--- src/rtl/sprite_cmd_pkg.sv ---
// -----------------------------------------------------------------------------
// sprite_cmd_pkg
// Shared definitions for the sprite frame sequencer: command-word field
// positions, info-field codes, the drain FSM state type and helpers that
// build the words broadcast to the display components.
// -----------------------------------------------------------------------------
package sprite_cmd_pkg;

  localparam int CMD_W      = 32;
  localparam int INFO_MSB   = 20;
  localparam int INFO_LSB   = 17;
  localparam int PP_SEL_BIT = 13;

  localparam logic [3:0] INFO_IDLE  = 4'b0000;
  localparam logic [3:0] INFO_WRITE = 4'b0001;
  localparam logic [3:0] INFO_FLUSH = 4'b1111;

  typedef enum logic [1:0] {
    ST_IDLE,
    ST_ISSUE,
    ST_WAIT_VB
  } drain_state_t;

  // A word whose info field is all ones is a commit marker.
  function automatic logic is_commit(input logic [CMD_W-1:0] w);
    return (w[INFO_MSB:INFO_LSB] == INFO_FLUSH);
  endfunction

  // State write: info forced to WRITE, pp_selc points at the back buffer.
  function automatic logic [CMD_W-1:0] make_write(input logic [CMD_W-1:0] w,
                                                  input logic back_buf);
    logic [CMD_W-1:0] r;
    r = w;
    r[INFO_MSB:INFO_LSB] = INFO_WRITE;
    r[PP_SEL_BIT]        = back_buf;
    return r;
  endfunction

  // Flush: every field zero except info=FLUSH and the buffer being promoted.
  function automatic logic [CMD_W-1:0] make_flush(input logic back_buf);
    logic [CMD_W-1:0] r;
    r = '0;
    r[INFO_MSB:INFO_LSB] = INFO_FLUSH;
    r[PP_SEL_BIT]        = back_buf;
    return r;
  endfunction

endpackage

--- src/rtl/cmd_fifo.sv ---
// -----------------------------------------------------------------------------
// cmd_fifo
// Synchronous first-word-fall-through FIFO. The head entry is read straight
// out of the register array so a word written at one edge is visible on
// o_head right after that edge.
// Ports:
//   clk, reset   clock and synchronous active-high reset
//   i_push       write i_data (ignored while full)
//   i_pop        drop the head entry (ignored while empty)
//   o_head       current head entry
//   o_count      number of stored entries (0..DEPTH)
//   o_full       o_count == DEPTH
//   o_empty      o_count == 0
// -----------------------------------------------------------------------------
module cmd_fifo #(
  parameter  int WIDTH = 32,
  parameter  int DEPTH = 16,
  localparam int AW    = $clog2(DEPTH),
  localparam int CW    = AW + 1
) (
  input  logic             clk,
  input  logic             reset,
  input  logic             i_push,
  input  logic [WIDTH-1:0] i_data,
  input  logic             i_pop,
  output logic [WIDTH-1:0] o_head,
  output logic [CW-1:0]    o_count,
  output logic             o_full,
  output logic             o_empty
);

  logic [WIDTH-1:0] r_mem [DEPTH];
  logic [AW-1:0]    r_wr_ptr;
  logic [AW-1:0]    r_rd_ptr;
  logic [CW-1:0]    r_count;
  logic             w_do_push;
  logic             w_do_pop;

  assign o_full    = (r_count == CW'(DEPTH));
  assign o_empty   = (r_count == '0);
  assign o_count   = r_count;
  assign o_head    = r_mem[r_rd_ptr];
  assign w_do_push = i_push && !o_full;
  assign w_do_pop  = i_pop && !o_empty;

  // Storage carries no reset; stale entries are never read while empty.
  always_ff @(posedge clk) begin
    if (w_do_push) begin
      r_mem[r_wr_ptr] <= i_data;
    end
  end

  // Pointers wrap naturally because DEPTH is a power of two.
  always_ff @(posedge clk) begin
    if (reset) begin
      r_wr_ptr <= '0;
      r_rd_ptr <= '0;
      r_count  <= '0;
    end else begin
      if (w_do_push) r_wr_ptr <= r_wr_ptr + AW'(1);
      if (w_do_pop)  r_rd_ptr <= r_rd_ptr + AW'(1);
      case ({w_do_push, w_do_pop})
        2'b10:   r_count <= r_count + CW'(1);
        2'b01:   r_count <= r_count - CW'(1);
        default: r_count <= r_count;
      endcase
    end
  end

endmodule

--- src/rtl/sprite_frame_sequencer.sv ---
// -----------------------------------------------------------------------------
// sprite_frame_sequencer
// Buffers Avalon command writes and replays them one per cycle onto the
// broadcast command bus of the display components. Commit markers are held
// at the FIFO head until vertical blank, then issued as the ping-pong flush
// (at most one per frame), so a frame is never shown half-updated.
// Ports:
//   clk, reset            clock and synchronous active-high reset
//   chipselect, write,    Avalon slave; address 0 = command port,
//   read, address,          address 1 = status port
//   writedata, readdata
//   waitrequest           FIFO full, master must hold its write
//   vcount                VGA line counter
//   cmd_out               registered broadcast command word
//   front_buf             buffer currently on screen
// -----------------------------------------------------------------------------
module sprite_frame_sequencer
  import sprite_cmd_pkg::*;
#(
  parameter int         DEPTH    = 16,
  parameter logic [9:0] V_ACTIVE = 10'd480
) (
  input  logic        clk,
  input  logic        reset,
  input  logic        chipselect,
  input  logic        write,
  input  logic        read,
  input  logic        address,
  input  logic [31:0] writedata,
  output logic [31:0] readdata,
  output logic        waitrequest,
  input  logic [9:0]  vcount,
  output logic [31:0] cmd_out,
  output logic        front_buf
);

  localparam int CW = $clog2(DEPTH) + 1;

  logic [31:0]  w_head;
  logic [CW-1:0] w_count;
  logic         w_full;
  logic         w_empty;
  logic         w_push;
  logic         w_pop;
  logic         w_head_commit;
  logic         w_vblank_ok;
  logic [4:0]   w_count5;
  logic [31:0]  w_status;
  drain_state_t w_state;

  logic [31:0]  r_cmd_out;
  logic         r_front_buf;
  logic [31:0]  r_readdata;
  logic         r_frame_done;
  logic [15:0]  r_frame_cnt;
  logic [CW-1:0] r_commit_cnt;

  cmd_fifo #(
    .WIDTH (32),
    .DEPTH (DEPTH)
  ) u_fifo (
    .clk     (clk),
    .reset   (reset),
    .i_push  (w_push),
    .i_data  (writedata),
    .i_pop   (w_pop),
    .o_head  (w_head),
    .o_count (w_count),
    .o_full  (w_full),
    .o_empty (w_empty)
  );

  assign waitrequest   = w_full;
  assign w_push        = chipselect && write && !address && !w_full;
  assign w_head_commit = is_commit(w_head);
  assign w_vblank_ok   = (vcount >= V_ACTIVE) && !r_frame_done;
  assign w_count5      = 5'(w_count);
  assign w_status      = {r_frame_cnt, r_front_buf, (r_commit_cnt != '0), 9'h0, w_count5};

  // The drain state is a pure decode of the FIFO head: the head word itself
  // is the state, so a separate state register would only add a cycle.
  always_comb begin
    w_state = ST_IDLE;
    if (!w_empty) begin
      w_state = w_head_commit ? ST_WAIT_VB : ST_ISSUE;
    end
  end

  assign w_pop = (w_state == ST_ISSUE) || ((w_state == ST_WAIT_VB) && w_vblank_ok);

  always_ff @(posedge clk) begin
    if (reset) begin
      r_cmd_out    <= '0;
      r_front_buf  <= 1'b0;
      r_readdata   <= '0;
      r_frame_done <= 1'b0;
      r_frame_cnt  <= '0;
      r_commit_cnt <= '0;
    end else begin
      // Leaving vblank re-arms the one-commit-per-frame limit.
      if (vcount < V_ACTIVE) begin
        r_frame_done <= 1'b0;
      end

      case (w_state)
        ST_ISSUE: begin
          r_cmd_out <= make_write(w_head, ~r_front_buf);
        end
        ST_WAIT_VB: begin
          if (w_vblank_ok) begin
            r_cmd_out    <= make_flush(~r_front_buf);
            r_front_buf  <= ~r_front_buf;
            r_frame_done <= 1'b1;
            r_frame_cnt  <= r_frame_cnt + 16'd1;
          end else begin
            r_cmd_out <= '0;
          end
        end
        default: begin
          r_cmd_out <= '0;
        end
      endcase

      // Commits currently anywhere in the FIFO.
      case ({w_push && is_commit(writedata), w_pop && w_head_commit})
        2'b10:   r_commit_cnt <= r_commit_cnt + CW'(1);
        2'b01:   r_commit_cnt <= r_commit_cnt - CW'(1);
        default: r_commit_cnt <= r_commit_cnt;
      endcase

      if (chipselect && read) begin
        r_readdata <= address ? w_status : 32'h0;
      end
    end
  end

  assign cmd_out   = r_cmd_out;
  assign front_buf = r_front_buf;
  assign readdata  = r_readdata;

endmodule

--- config.mk ---
export PLATFORM = sky130hd
export DESIGN_NAME = sprite_frame_sequencer
export DESIGN_NICKNAME = d
export VERILOG_FILES = /design/src/rtl/sprite_cmd_pkg.sv /design/src/rtl/cmd_fifo.sv /design/src/rtl/sprite_frame_sequencer.sv
export SDC_FILE = /design/constraint.sdc
export NUM_CORES = 1
export LEC_CHECK = 0
export ABC_AREA = 1
export ABC_CLOCK_PERIOD_IN_PS = 3460
export BUFFER_PORTS_ARGS = -buffer_cell sky130_fd_sc_hd__buf_2
export CAP_MARGIN = 20
export CORE_MARGIN = 10
export CORE_UTILIZATION = 45
export DETAILED_ROUTE_END_ITERATION = 10
export PLACE_DENSITY = 0.73
export SYNTH_ARGS = -nofsm -noshare
export SYNTH_HDL_FRONTEND = slang
export SYNTH_SLANG_ARGS = --single-unit
--- constraint.sdc ---
create_clock -name clk -period 3.46 [get_ports clk]
set_input_delay 0.346 -clock clk [delete_from_list [all_inputs] [get_ports clk]]
set_output_delay 0.346 -clock clk [all_outputs]
set_load 0.03 [all_outputs]
# Word level (Yosys, flattened, before mapping)
# Memories as Yosys holds them, arrays and structs flattened. A register that Yosys moved wholly into a read port is not among the register bits.
# Index checks and enable logic that the tools add are counted.
word_totals:
  regBits: 100
  ramBits: 512
  mem_count: 1
classes:
  n_addsub: 7
  magnitude_cmp: 2
  eq_ne: 9
  muxes: 14
  bitwise_logic: 1
  n_reduce_logical: 20
memory_table:
  columns: ["name", "words", "word_bits", "read_ports", "rd_clocked_by_memory_dff", "wr", "line_no", "rtl"]
  rows:
  - ["u_fifo.r_mem", 16, 32, 1, 1, 1, "cmd_fifo.sv:32", "logic [WIDTH-1:0] r_mem [DEPTH];"]
ops:
  columns: ["op", "n"]
  rows:
  - ["case mux 32 bit (2 select lines)", 1]
  - ["2-to-1 mux 32 bit", 1]
  - ["2-to-1 mux 21 bit", 1]
  - ["case mux 5 bit (2 select lines)", 2]
  - ["adder 16 x 1 -> 16 bit, second input constant", 1]
  - ["adder 5 x 1 -> 5 bit, second input constant", 2]
  - ["greater-or-equal comparator 10 x 9 -> 1 bit, second input constant", 1]
  - ["logical AND 1 bit", 10]
  - ["< comparator 10 x 9 -> 1 bit, second input constant", 1]
  - ["subtractor 5 x 1 -> 5 bit, second input constant", 2]
  - ["adder 4 x 1 -> 4 bit, second input constant", 2]
  - ["equality test 4 bit, second input constant", 2]
  - ["2-to-1 mux 4 bit", 2]
  - ["equality test 2 x 1 -> 1 bit, second input constant", 3]
  - ["equality test 2 bit, second input constant", 3]
  - ["equality test 5 bit, second input constant", 1]
  - ["zero test 5 bit", 1]
  - ["2-to-1 mux 1 bit", 5]
  - ["nonzero test 5 bit", 1]
  - ["zero test 1 bit", 4]
  - ["2-to-1 mux 2 bit", 2]
  - ["nonzero test 2 bit", 2]
  - ["AND reduction 2 bit", 1]
  - ["logical OR 1 bit", 1]
  - ["NOT 1 bit", 1]

# Logic depth before layout (Yosys ltp)
# Gate-level depths: netlist (run 1).
logic_depth:
  ltp_word: 9
  depth_mapped: 21
  depth_no_buf: 19

# Modules after synthesis
# A second synthesis (run 1) with hierarchy kept.
hier_totals:
  cells_unflattened: 1902
  hier_area_um2: 24673.7
modules_own_cells:
  columns: ["module", "instances", "cells_each", "area_each_um2"]
  rows:
  - ["cmd_fifo", 1, 1481, 21548.2]
  - ["sprite_frame_sequencer", 1, 421, 3125.5]

# Worst setup path before layout (run 1)
# OpenSTA, ideal clock, no wires.
synth_path:
  kind: "register -> register"
  start: "reg u_fifo.r_count[2] (netlist: u_fifo.o_count[2])"
  end: "mem u_fifo.r_mem[0][0] (enable)"
  setup_ps: 419
  arrival_ps: 2471
  path_slack_ps: 570
  stages_incl_launch_ff: 9
  period_less_slack_ps: 2890
  path_cell_list: "dfxtp_1 -> inv_1 -> nand3_1 -> nor2_1 -> inv_1 -> nand2_1 -> inv_1 -> nand2_1 -> nor2_1"
synth_via:
  elab_chain_cells: 6
synth_lines:
  columns: ["element", "line_no", "rtl"]
  rows:
  - ["from (decl)", "cmd_fifo.sv:35", "logic [CW-1:0] r_count;"]
  - ["from (signal assigned)", "cmd_fifo.sv:63", "2'b10: r_count <= r_count + CW'(1);"]
  - ["from (signal assigned)", "cmd_fifo.sv:64", "2'b01: r_count <= r_count - CW'(1);"]
  - ["from (signal assigned)", "cmd_fifo.sv:65", "default: r_count <= r_count;"]
  - ["equality test 5 bit (*)", "cmd_fifo.sv:39", "assign o_full = (r_count == CW'(DEPTH));"]
  - ["named net waitrequest", "sprite_frame_sequencer.sv:31", "output logic waitrequest,"]
  - ["zero test 1 bit (*)", "cmd_fifo.sv:43, sprite_frame_sequencer.sv:74", null]
  - ["logical AND 1 bit", "sprite_frame_sequencer.sv:74", "assign w_push = chipselect && write && !address && !w_full;"]
  - ["logical AND 1 bit (*)", "cmd_fifo.sv:43", "assign w_do_push = i_push && !o_full;"]
  - ["2-to-1 mux 1 bit (*)", "cmd_fifo.sv:48", "if (w_do_push) begin"]
  - ["2-to-1 mux 1 bit (implied by the code) (*)", "cmd_fifo.sv:49", "r_mem[r_wr_ptr] <= i_data;"]
  - ["to (decl)", "cmd_fifo.sv:32", null]
# Mark *: on every way through the listed nets, which the timed path passes. The rest lies on a longest branch.

==> results.py, run 1 <==
metrics = {
    "synthesis": {
        "yosysSeqAreaShare_pct": 73.83,
        "gate_count_post_synth": 1768,
        "synth_seq_cells": 589,
        "synthesis.area_per_instance_um2": 12.84,
        "ys_top_cells_by_area": "sky130_fd_sc_hd__edfxtp_1 (66%), sky130_fd_sc_hd__dfxtp_1 (8.2%), sky130_fd_sc_hd__nand2_1 (6.6%), sky130_fd_sc_hd__a21oi_1 (5.3%), sky130_fd_sc_hd__a221oi_1 (3.1%)",
        "synth_enable_flop_cells": 496,
        "ys_async_sr_fraction_pct": 0,
        "ys_types": 44,
        "dominantRegCellSynth": "sky130_fd_sc_hd__edfxtp_1",
        "ys.warnings.count": 0,
        "library_cell_with_the_largest_summed_area_after_synthesis": "sky130_fd_sc_hd__edfxtp_1",
        "synth.cell_area_um2": 22700,
        "post-synth-top-area-fraction_pct": 65.62,
    },
    "sta": {
        "slew_headroom_pct": 18.69,
        "setup_repair_after_global_routing_missed_its_margin": "false",
        "skew_ps": 60.08,
        "max_clock_freq_ghz": 0.3200,
        "fin_tns_setup_ps": 0,
        "fin_crit_sh_pct": 90.33,
        "worst_hold_check_slack_ps": 81.60,
        "worstMarginPinSlew_ps": 1220,
        "slew_viol_final": 0,
        "hold_viol": 0,
        "setup_viol": 0,
        "layout_min_cycle_time_ps": 3125,
    },
    "routing": {
        "postRouteWirelength_mm": 53.81,
        "detailroute.via_count": 14580,
        "detail_route.first_pass.iterations": 5,
        "remaining_drc_errors": 0,
        "dr.first_iter.drc_count": 1530,
        "detail_route.wl_per_cell_um": 20.94,
        "detail_route.vias_per_cell": 5.673,
        "final_antenna_net_count": 0,
    },
    "finish": {
        "finalNetCount": 1912,
        "drive_above_1_share_pct": 13.59,
        "area_growth_syn_to_layout_pct": 13.93,
        "n_antenna_cell": 0,
    },
    "worst_setup_path": {
        "worstSetupStartpointType": "flop",
        "worst-endpoint-required_ps": 4000,
        "worst-r2r-setup-slack_ps": 330,
        "critical_path_endpoint_category": "flop",
        "timing.critical_path.mode_cell": "sky130_fd_sc_hd__inv_1",
        "timing.critical_path.cells": "inv_8, nand2_1, or2_1, nand3_1, nand3_1, nand3_2, nand3_4, clkinv_2, ha_1, inv_1, fa_1, inv_1, a31oi_1, inv_1, nor2_1, nor3_1, o21ai_0, a21oi_1",
        "crit_slowest_cell": "sky130_fd_sc_hd__dfxtp_4",
        "endpoint_arrival_time_on_the_critical_path_ps": 3660,
        "critPathKind": "flop to flop",
        "path_max_fanout": 22,
        "critical_path.max_stage_delay_ps": 420,
    },
    "global_route": {
        "grt-ovfl-total": 0,
        "grt_antenna_before_repair": 5,
        "grt_pass1_wl_mm": 81.77,
        "grt_start_max_net_pins": 217,
        "groute.usage.overall_pct": 17.35,
        "first_global_vias": 14180,
    },
    "clock_tree": {
        "cts_root_buf": "sky130_fd_sc_hd__clkbuf_16",
        "worst_setup_hold_path_clk_slew_ps": 60,
        "cts_buffer_depth": 3,
        "clk_lat_worst_skew_ps": 630,
        "tritoncts": "built",
        "cts-hold-fix-buffers": 0,
        "cts_num_sinks": 589,
        "htree_levels": 2,
        "tritoncts.num_buffers": 56,
    },
    "floorplanning": {
        "fp.dieW_um": 244.6,
        "dieArea_um2": 59820,
        "rows": 82,
        "floorplan.initialDensity_pct": 45.42,
        "boundary_pins": 114,
        "die_height_um": 244.6,
        "placeableCoreArea_um2": 49970,
    },
    "placed_design": {
        "dp.final_hpwl_mm": 28.20,
        "globalplace.congestion": 0.7735,
        "place.port_buffers": 98,
    },
    "flow_run": {
        "maxCapViolations": 0,
    },
    "worst_hold_path": {
        "worst_hold_path_type": "input port to flop",
    },
    "pwr": {
        "power_leakage_nw": 8.890,
        "total_power_per_unit_cell_area_nw_per_um2": 721.5,
        "irDropWorstVdd_v": 0.0004925,
    },
    "status": {
        "status": "complete, no violations",
    },
}
==> path summary, 6_finish.rpt <==
| kind | from | end | cells after the start |
|---|---|---|---|
| max | flop | r_commit_cnt[4] | 18 |
| min | writedata[15] | u_fifo.r_mem[9][15] | 1 |
| max reg2reg | flop | r_commit_cnt[4] | 18 |
| min reg2reg | r_commit_cnt[4] | r_commit_cnt[4] | 1 |
==> metrics by stage <==
step | cell area, um^2 | instances | setup WS, ps | total power [mW] | util [%]
after CTS | 25860 | 2570 | 281.1 | 18.71 | 51.75
after detailed placement | 23990 | 2464 | 300.6 | 12.58 | 48.02
after global placement | 23990 | 2464 | 421.2 | 12.42 | 48.02
final | 25860 | 2570 | 334.5 | 18.66 | 51.75
after floorplan | 22730 | 1776 | 570.2 | 11.40 | -
after global routing | 25860 | 2570 | 29.29 | 19.45 | 51.75
==> Yosys cell counts, types with 4 or more instances <==
master,instances
sky130_fd_sc_hd__inv_1,57
sky130_fd_sc_hd__o21ai_0,22
sky130_fd_sc_hd__nand3b_1,4
sky130_fd_sc_hd__nand4_1,10
sky130_fd_sc_hd__nand3_1,49
sky130_fd_sc_hd__nand2_1,398
sky130_fd_sc_hd__nor2_1,47
sky130_fd_sc_hd__nor4_1,29
sky130_fd_sc_hd__xor2_1,6
sky130_fd_sc_hd__buf_1,13
sky130_fd_sc_hd__o21ai_1,6
sky130_fd_sc_hd__a221oi_1,80
sky130_fd_sc_hd__buf_2,30
sky130_fd_sc_hd__dfxtp_1,93
sky130_fd_sc_hd__edfxtp_1,496
sky130_fd_sc_hd__ha_1,13
sky130_fd_sc_hd__a311oi_1,28
sky130_fd_sc_hd__clkbuf_1,62
sky130_fd_sc_hd__buf_4,12
sky130_fd_sc_hd__nor3_1,33
sky130_fd_sc_hd__a21oi_1,239
==> metal layers <==
metal	part of all wire [%]	wire length, um	up-vias	global-route usage (%)
met5	0.046	25	-	0
met4	2.8	1530	4	6.703
met3	7.6	4080	124	2.998
met2	49	26600	620	28.96
met1	40	21570	7167	22.25
li1	-	-	6665	-
==> cell families (layout without fill, tap and decap cells) <==
logic type / count (synthesis) / count (layout) / share of synthesized area (%)
fa+ha+maj: 14 / 14 / 0.8049
xor+xnor: 9 / 9 / 0.3473
other cells: 1 / 9 / 0.01652
simple gates: 589 / 589 / 11.17
flops: 589 / 589 / 73.83
compound gates: 383 / 383 / 10.31
buf+inv: 183 / 305 / 3.523
==> layout make-up <==
class                      instances  area, um^2
sequential                       589       16760
fill                            4115       24110
multi-input combinational       1004        5291
clock buffer                      76        1518
inverter                          63       250.2
timing repair buffer             136       850.8
tap                              672       840.8
clock inverter                    30       344.1
==> worst max-delay path: cells and delay by family (launching register included) <==
kind	cells	cell delay (ps)
adder cells (fa/ha/maj)	2	670
AO/OA/AOI/OAI	3	370
AND/OR/NAND/NOR	8	1010
flip-flops	1	420
buffers and inverters	5	570
==> registers in the layout (all words and copies together), names as in the netlist, named ones only <==
name and flops:
readdata 23, u_fifo.r_wr_ptr 4, r_frame_done 1, u_fifo.r_mem 496, r_commit_cnt 5, u_fifo.r_rd_ptr 4
cmd_out 30, front_buf 1, u_fifo.o_count 5, r_frame_cnt 16
==> cells in the final DEF, fill, tap and decap left out, types with 6 or more instances in the layout <==
cell type | Yosys | layout
sky130_fd_sc_hd__a21oi_1 | 239 | 239
sky130_fd_sc_hd__a221oi_1 | 80 | 80
sky130_fd_sc_hd__a311oi_1 | 28 | 28
sky130_fd_sc_hd__buf_12 | 0 | 6
sky130_fd_sc_hd__buf_2 | 30 | 98
sky130_fd_sc_hd__buf_4 | 12 | 32
sky130_fd_sc_hd__bufinv_16 | 0 | 6
sky130_fd_sc_hd__clkbuf_1 | 62 | 17
sky130_fd_sc_hd__clkbuf_16 | 0 | 57
sky130_fd_sc_hd__clkinv_2 | 2 | 14
sky130_fd_sc_hd__conb_1 | 1 | 9
sky130_fd_sc_hd__dfxtp_1 | 93 | 91
sky130_fd_sc_hd__edfxtp_1 | 496 | 496
sky130_fd_sc_hd__ha_1 | 13 | 13
sky130_fd_sc_hd__inv_1 | 57 | 56
sky130_fd_sc_hd__nand2_1 | 398 | 398
sky130_fd_sc_hd__nand3_1 | 49 | 49
sky130_fd_sc_hd__nand4_1 | 10 | 10
sky130_fd_sc_hd__nor2_1 | 47 | 31
sky130_fd_sc_hd__nor2_4 | 0 | 16
sky130_fd_sc_hd__nor3_1 | 33 | 33
sky130_fd_sc_hd__nor4_1 | 29 | 29
sky130_fd_sc_hd__o21ai_0 | 22 | 22
sky130_fd_sc_hd__o21ai_1 | 6 | 6
sky130_fd_sc_hd__xor2_1 | 6 | 6
==> repair_timing <==
item | in CTS | in global routing
resized for setup | 0 | 1
hold endpoints to repair | 0 | 0
buffers inserted | 0 | 0
setup endpoints to repair | 0 | 1
==> power breakdown <==
part	switching, mW	total (mW)	internal (mW)
Sequential	0.200	8.14	7.94
Combinational	3.11	4.36	1.25
Clock	2.62	6.16	3.54
Note: power is estimated with default switching activity, not from simulation.
==> run 2, diff against run 1 <==
--- a/config.mk
+++ b/config.mk
@@ -9,7 +9,7 @@
 export ABC_CLOCK_PERIOD_IN_PS = 3460
 export BUFFER_PORTS_ARGS = -buffer_cell sky130_fd_sc_hd__buf_2
 export CAP_MARGIN = 20
-export CORE_MARGIN = 10
+export CORE_MARGIN = 4
 export CORE_UTILIZATION = 45
 export DETAILED_ROUTE_END_ITERATION = 10
 export PLACE_DENSITY = 0.73
==> run 2 against run 1 <==
Net effect: total power fell by 1.3%; non-clock buffer count decreased by 5; largest power group unchanged; critical path type unchanged; register-to-register slack improved by 160 ps; hold slack better by 12 ps; sequential share of layout area is 0.15 points higher; cell area fell by 0.23%.
==> results.py, run 2 (same netlist as run 1, synthesis figures left out) <==
metrics = {
    "worst_setup_path": {
        "worst-endpoint-required_ps": 3960,
        "critPathKind": "flop to flop",
        "worst_r2r_path_depth": 19,
        "worstSetupStartpointType": "flop",
        "path_max_fanout": 37,
        "critical_path_endpoint_category": "flop",
        "worst-r2r-setup-slack_ps": 490,
        "endpoint_arrival_time_on_the_critical_path_ps": 3460,
    },
    "clock_tree": {
        "cts_root_buf": "sky130_fd_sc_hd__clkbuf_16",
        "cts_num_sinks": 589,
        "tritoncts": "built",
        "htree_levels": 2,
        "worst_setup_hold_path_clk_slew_ps": 60,
        "cts_buffer_depth": 3,
        "clk_lat_worst_skew_ps": 630,
        "tritoncts.num_buffers": 55,
        "postCtsSetupBuffers": 0,
    },
    "status": {
        "status": "complete, no violations",
    },
    "finish": {
        "commonest_cells_after_routing_fill_and_taps_aside": "sky130_fd_sc_hd__edfxtp_1 (496), sky130_fd_sc_hd__nand2_1 (398), sky130_fd_sc_hd__a21oi_1 (239)",
        "final_cell_count_no_fill": 2564,
        "final_cell_area_um2": 25800,
        "mostFrequentLayoutCell": "sky130_fd_sc_hd__edfxtp_1",
        "finalNetCount": 1906,
        "sequential_cell_area_um2": 16760,
        "multi_input_area_um2": 5291,
        "largest_register_ffs": 496,
        "fin_util_pct": 51.64,
        "regMostFlops": "u_fifo.r_mem",
        "area_growth_syn_to_layout_pct": 13.67,
        "filler_cell_count": 4061,
        "drive_above_1_share_pct": 12.86,
    },
    "floorplanning": {
        "rows": 82,
        "fp.dieW_um": 232.6,
        "floorplan.initialDensity_pct": 45.42,
        "die_height_um": 232.6,
        "placeableCoreArea_um2": 49970,
        "dieArea_um2": 54090,
        "boundary_pins": 114,
    },
    "placed_design": {
        "place_ws_ps": 399.7,
        "post-place-cells": 2459,
        "dpl-instance-area_um2": 24010,
        "place.port_buffers": 98,
        "dp.final_hpwl_mm": 26.85,
        "globalplace.congestion": 0.7570,
    },
    "sta": {
        "setup_ws_ps": 490.6,
        "slew_viol_final": 0,
        "fin_tns_setup_ps": 0,
        "fin_crit_sh_pct": 85.82,
        "worstMarginPinSlew_ps": 1082,
        "setup_repair_after_global_routing_missed_its_margin": "false",
        "slew_headroom_pct": 27.88,
        "worst_hold_check_slack_ps": 93.98,
        "layout_min_cycle_time_ps": 2969,
        "hold_viol": 0,
        "max_clock_freq_ghz": 0.3368,
        "setup_viol": 0,
        "skew_ps": 29.95,
    },
    "global_route": {
        "grt_start_max_net_pins": 217,
        "grt_antenna_before_repair": 5,
        "grt_pass1_wl_mm": 80.17,
        "groute.usage.overall_pct": 19.23,
        "grt-ovfl-total": 0,
        "first_global_vias": 13910,
    },
    "pwr": {
        "power_leakage_nw": 8.815,
        "irDropWorstVdd_v": 0.0007396,
        "total_power_per_unit_cell_area_nw_per_um2": 713.9,
        "power_mw": 18.42,
    },
    "routing": {
        "final_antenna_net_count": 0,
        "detail_route.wl_per_cell_um": 20.86,
        "detail_route.vias_per_cell": 5.675,
        "detail_route.first_pass.iterations": 5,
        "remaining_drc_errors": 0,
        "dr.first_iter.drc_count": 1781,
        "detailroute.via_count": 14550,
        "postRouteWirelength_mm": 53.49,
    },
    "worst_hold_path": {
        "worst_hold_path_type": "input port to flop",
        "holdPathStages": 1,
    },
    "flow_run": {
        "maxCapViolations": 0,
    },
}
run 2: changes by cell type in the layout (fill, tap and decap cells not counted), sizes merged:
cell      before  now
diode          0    2
clkbuf        76   85
clkinv        20   10
inv           63   64
buf          136  131
clkinvlp       4    3
bufinv         6    4
run 2: worst paths after layout:
path,startpoint,to
worst min-delay path,writedata[21],u_fifo.r_mem[12][21]
worst min register to register,r_commit_cnt[4],r_commit_cnt[4]
worst max-delay path,flop,u_fifo.o_count[4]
worst max register to register,flop,u_fifo.o_count[4]
run 2: area by class of cell:
cell class | instances | share of cell area, %
timing repair buffer | 131 | 3.346
multi-input combinational | 1004 | 20.51
clock inverter | 18 | 0.9942
tap | 672 | 3.259
inverter | 63 | 0.9699
antenna | 2 | 0.01940
sequential | 589 | 64.98
clock buffer | 85 | 5.926
run 2: where the power goes:
group	switching (mW)	leakage [nW]	internal (mW)	total, mW
registers	0.227	5.22	7.94	8.17
logic	3.07	2.74	1.25	4.32
clock network	2.56	0.850	3.37	5.93
run 2: what timing repair did:
action,4_1_cts,5_1_grt
hold buffers,0,0
setup endpoints to repair,0,1
resized for setup,0,1
run 2: per-layer routing:
| metal | vias to the layer above | global-route usage (%) | wire length, um |
|---|---|---|---|
| li1 | 6661 | - | - |
| met2 | 610 | 32.27 | 26410 |
| met1 | 7165 | 25.57 | 21590 |
| met4 | 6 | 5.939 | 1414 |
| met5 | - | 0 | 45 |
| met3 | 108 | 3.697 | 4026 |
run 2: critical path: stages, from the launching register on:
cell and delay (ps):
sky130_fd_sc_hd__dfxtp_4 430, sky130_fd_sc_hd__inv_8 220, sky130_fd_sc_hd__nand2_1 70, sky130_fd_sc_hd__or2_1 230
sky130_fd_sc_hd__nand3_1 60, sky130_fd_sc_hd__nand3_1 130, sky130_fd_sc_hd__nand3_2 130, sky130_fd_sc_hd__nand3_4 80
sky130_fd_sc_hd__buf_4 200, sky130_fd_sc_hd__nand2_4 150, sky130_fd_sc_hd__ha_1 290, sky130_fd_sc_hd__xor2_1 220
sky130_fd_sc_hd__ha_1 170, sky130_fd_sc_hd__inv_1 40, sky130_fd_sc_hd__nand2_1 100, sky130_fd_sc_hd__nand2_1 80
sky130_fd_sc_hd__nand3_1 90, sky130_fd_sc_hd__nand2_1 50, sky130_fd_sc_hd__nor2_1 80, sky130_fd_sc_hd__nor2_1 40
==> run 3, diff against run 2 <==
--- a/config.mk
+++ b/config.mk
@@ -9,10 +9,12 @@
 export ABC_CLOCK_PERIOD_IN_PS = 3460
 export BUFFER_PORTS_ARGS = -buffer_cell sky130_fd_sc_hd__buf_2
 export CAP_MARGIN = 20
+export CELL_PAD_IN_SITES_DETAIL_PLACEMENT = 0
+export CELL_PAD_IN_SITES_GLOBAL_PLACEMENT = 1
 export CORE_MARGIN = 4
 export CORE_UTILIZATION = 45
 export DETAILED_ROUTE_END_ITERATION = 10
-export PLACE_DENSITY = 0.73
+export PLACE_DENSITY = 0.83
 export SYNTH_ARGS = -nofsm -noshare
 export SYNTH_HDL_FRONTEND = slang
 export SYNTH_SLANG_ARGS = --single-unit
==> run 3 against run 2 <==
Net effect: worst setup slack got worse by 150 ps; non-clock buffer count rose by 1; maximum frequency shrank 4.7%; global-route usage grew 0.090 points; final cell count did not move; utilization stayed put; sequential power is essentially flat; hold slack worse by 46 ps; first-iteration DRC count is 21% lower; critical path type unchanged.
==> results.py, run 3 (same netlist as run 1, synthesis figures left out) <==
metrics = {
    "floorplanning": {
        "floorplan.initialDensity_pct": 45.42,
        "boundary_pins": 114,
        "fp.dieW_um": 232.6,
        "placeableCoreArea_um2": 49970,
        "die_height_um": 232.6,
        "dieArea_um2": 54090,
        "rows": 82,
    },
    "finish": {
        "drive_above_1_share_pct": 13.33,
        "area_growth_syn_to_layout_pct": 13.67,
        "fin_util_pct": 51.64,
        "mostFrequentLayoutCell": "sky130_fd_sc_hd__edfxtp_1",
        "commonest_cells_after_routing_fill_and_taps_aside": "sky130_fd_sc_hd__edfxtp_1 (496), sky130_fd_sc_hd__nand2_1 (398), sky130_fd_sc_hd__a21oi_1 (239)",
        "finalNetCount": 1908,
        "regMostFlops": "u_fifo.r_mem",
        "largest_register_ffs": 496,
    },
    "sta": {
        "setup_viol": 0,
        "worstMarginPinSlew_ps": 1156,
        "skew_ps": 30.42,
        "slew_viol_final": 0,
        "max_clock_freq_ghz": 0.3211,
        "fin_tns_setup_ps": 0,
        "hold_viol": 0,
        "fin_crit_sh_pct": 90.02,
        "slew_headroom_pct": 22.96,
        "setup_repair_after_global_routing_missed_its_margin": "false",
        "layout_min_cycle_time_ps": 3115,
    },
    "worst_setup_path": {
        "critical_path_endpoint_category": "flop",
        "critical_path.max_stage_delay_ps": 820,
        "worst-endpoint-required_ps": 3960,
        "path_max_fanout": 80,
        "timing.critical_path.mode_cell": "sky130_fd_sc_hd__buf_4",
        "endpoint_arrival_time_on_the_critical_path_ps": 3620,
        "crit_slowest_cell": "sky130_fd_sc_hd__buf_4",
        "timing.critical_path.cells": "clkinv_4, buf_4, buf_4, a21oi_1, a221oi_1, nor3_1, nor4_1",
        "crit_family": "buffers and inverters",
        "worst-path-buf-inv": 3,
        "worstSetupStartpointType": "flop",
        "critPathKind": "flop to flop",
    },
    "routing": {
        "detail_route.first_pass.iterations": 5,
        "dr.first_iter.drc_count": 1406,
        "detail_route.wl_per_cell_um": 20.84,
        "final_antenna_net_count": 0,
        "remaining_drc_errors": 0,
        "detailroute.via_count": 14400,
        "postRouteWirelength_mm": 53.43,
        "detail_route.vias_per_cell": 5.615,
    },
    "global_route": {
        "met1_demand_to_capacity_share_in_global_routing_pct": 24.86,
        "grt_start_max_net_pins": 217,
        "grt_pass1_wl_mm": 80.33,
        "grt_antenna_before_repair": 2,
        "grt-ovfl-total": 0,
        "grt.busiest_layer": "met2",
        "groute.usage.overall_pct": 19.32,
        "grt_use_met3_pct": 3.195,
        "grtUsageMet2_pct": 33.06,
        "first_global_vias": 13920,
    },
    "clock_tree": {
        "tritoncts.num_buffers": 56,
        "clk_lat_worst_skew_ps": 620,
        "cts-hold-fix-buffers": 0,
        "htree_levels": 2,
        "cts_resized": 0,
        "cts_root_buf": "sky130_fd_sc_hd__clkbuf_16",
        "cts_buffer_depth": 3,
        "cts_num_sinks": 589,
        "postCtsSetupBuffers": 0,
        "tritoncts": "built",
        "worst_setup_hold_path_clk_slew_ps": 60,
    },
    "pwr": {
        "irDropWorstVdd_v": 0.0006332,
        "power_leakage_nw": 8.834,
        "total_power_per_unit_cell_area_nw_per_um2": 707.6,
    },
    "placed_design": {
        "dp.final_hpwl_mm": 27.11,
        "place.port_buffers": 98,
        "globalplace.congestion": 0.7847,
    },
    "worst_hold_path": {
        "worst_hold_path_type": "input port to flop",
    },
    "status": {
        "status": "complete, no violations",
    },
    "flow_run": {
        "maxCapViolations": 0,
    },
}
## run 3: cell types whose count changed in the layout (fill, tap and decap cells not counted), moves of 2 or more
| cell | change |
|---|---|
| sky130_fd_sc_hd__clkbuf_1 | -11 |
| sky130_fd_sc_hd__clkbuf_8 | +6 |
| sky130_fd_sc_hd__bufinv_16 | -4 |
| sky130_fd_sc_hd__clkinv_1 | +4 |
| sky130_fd_sc_hd__clkinv_2 | +4 |
| sky130_fd_sc_hd__buf_12 | +2 |
| sky130_fd_sc_hd__clkbuf_16 | +2 |
| sky130_fd_sc_hd__inv_8 | -2 |
## run 3: through the flow
step | hold slack, ps | setup slack [ps] | total power, mW | instances | instance area (um^2)
floorplan | 416.8 | 570.2 | 11.40 | 1776 | 22730
global placement | 440.1 | 444.9 | 12.45 | 2460 | 24040
detailed placement | 436.9 | 426.3 | 12.58 | 2460 | 24040
CTS | 15.25 | 412.5 | 18.31 | 2563 | 25800
global route | 43.52 | 77.68 | 19.06 | 2564 | 25800
finish | 47.73 | 345.5 | 18.26 | 2564 | 25800
## run 3: report_power, final
| part | internal [mW] | switching (mW) | total (mW) |
|---|---|---|---|
| Sequential | 7.94 | 0.229 | 8.17 |
| Clock | 3.25 | 2.53 | 5.78 |
| Combinational | 1.26 | 3.05 | 4.31 |
| Total | 12.4 | 5.81 | 18.3 |
## run 3: area by class of cell
class                   instances  area (um^2)
flip-flops and latches        589        16760
fillers                      4173        24170
well taps                     672        840.8
inverters                      63        247.7
diodes                          1        2.502
multi-input cells            1004         5291
repair buffers                132        895.9
clock buffers                  83         1625
clock inverters                20        131.4
## run 3: worst paths after layout
kind / from / depth (start not counted) / slack [ps] / endpoint
worst min-delay path: reset / 2 / 50 / readdata[18]
worst max-delay path: flop / 7 / 350 / cmd_out[9]
worst min register to register: r_commit_cnt[4] / 1 / 450 / r_commit_cnt[4]
worst max register to register: flop / 7 / 350 / cmd_out[9]
## run 3: layer usage
layer	part of all wire, %	up-vias
met5	0.026	-
met4	2.8	2
met3	7.7	107
met2	50	598
met1	39	7030
li1	-	6660
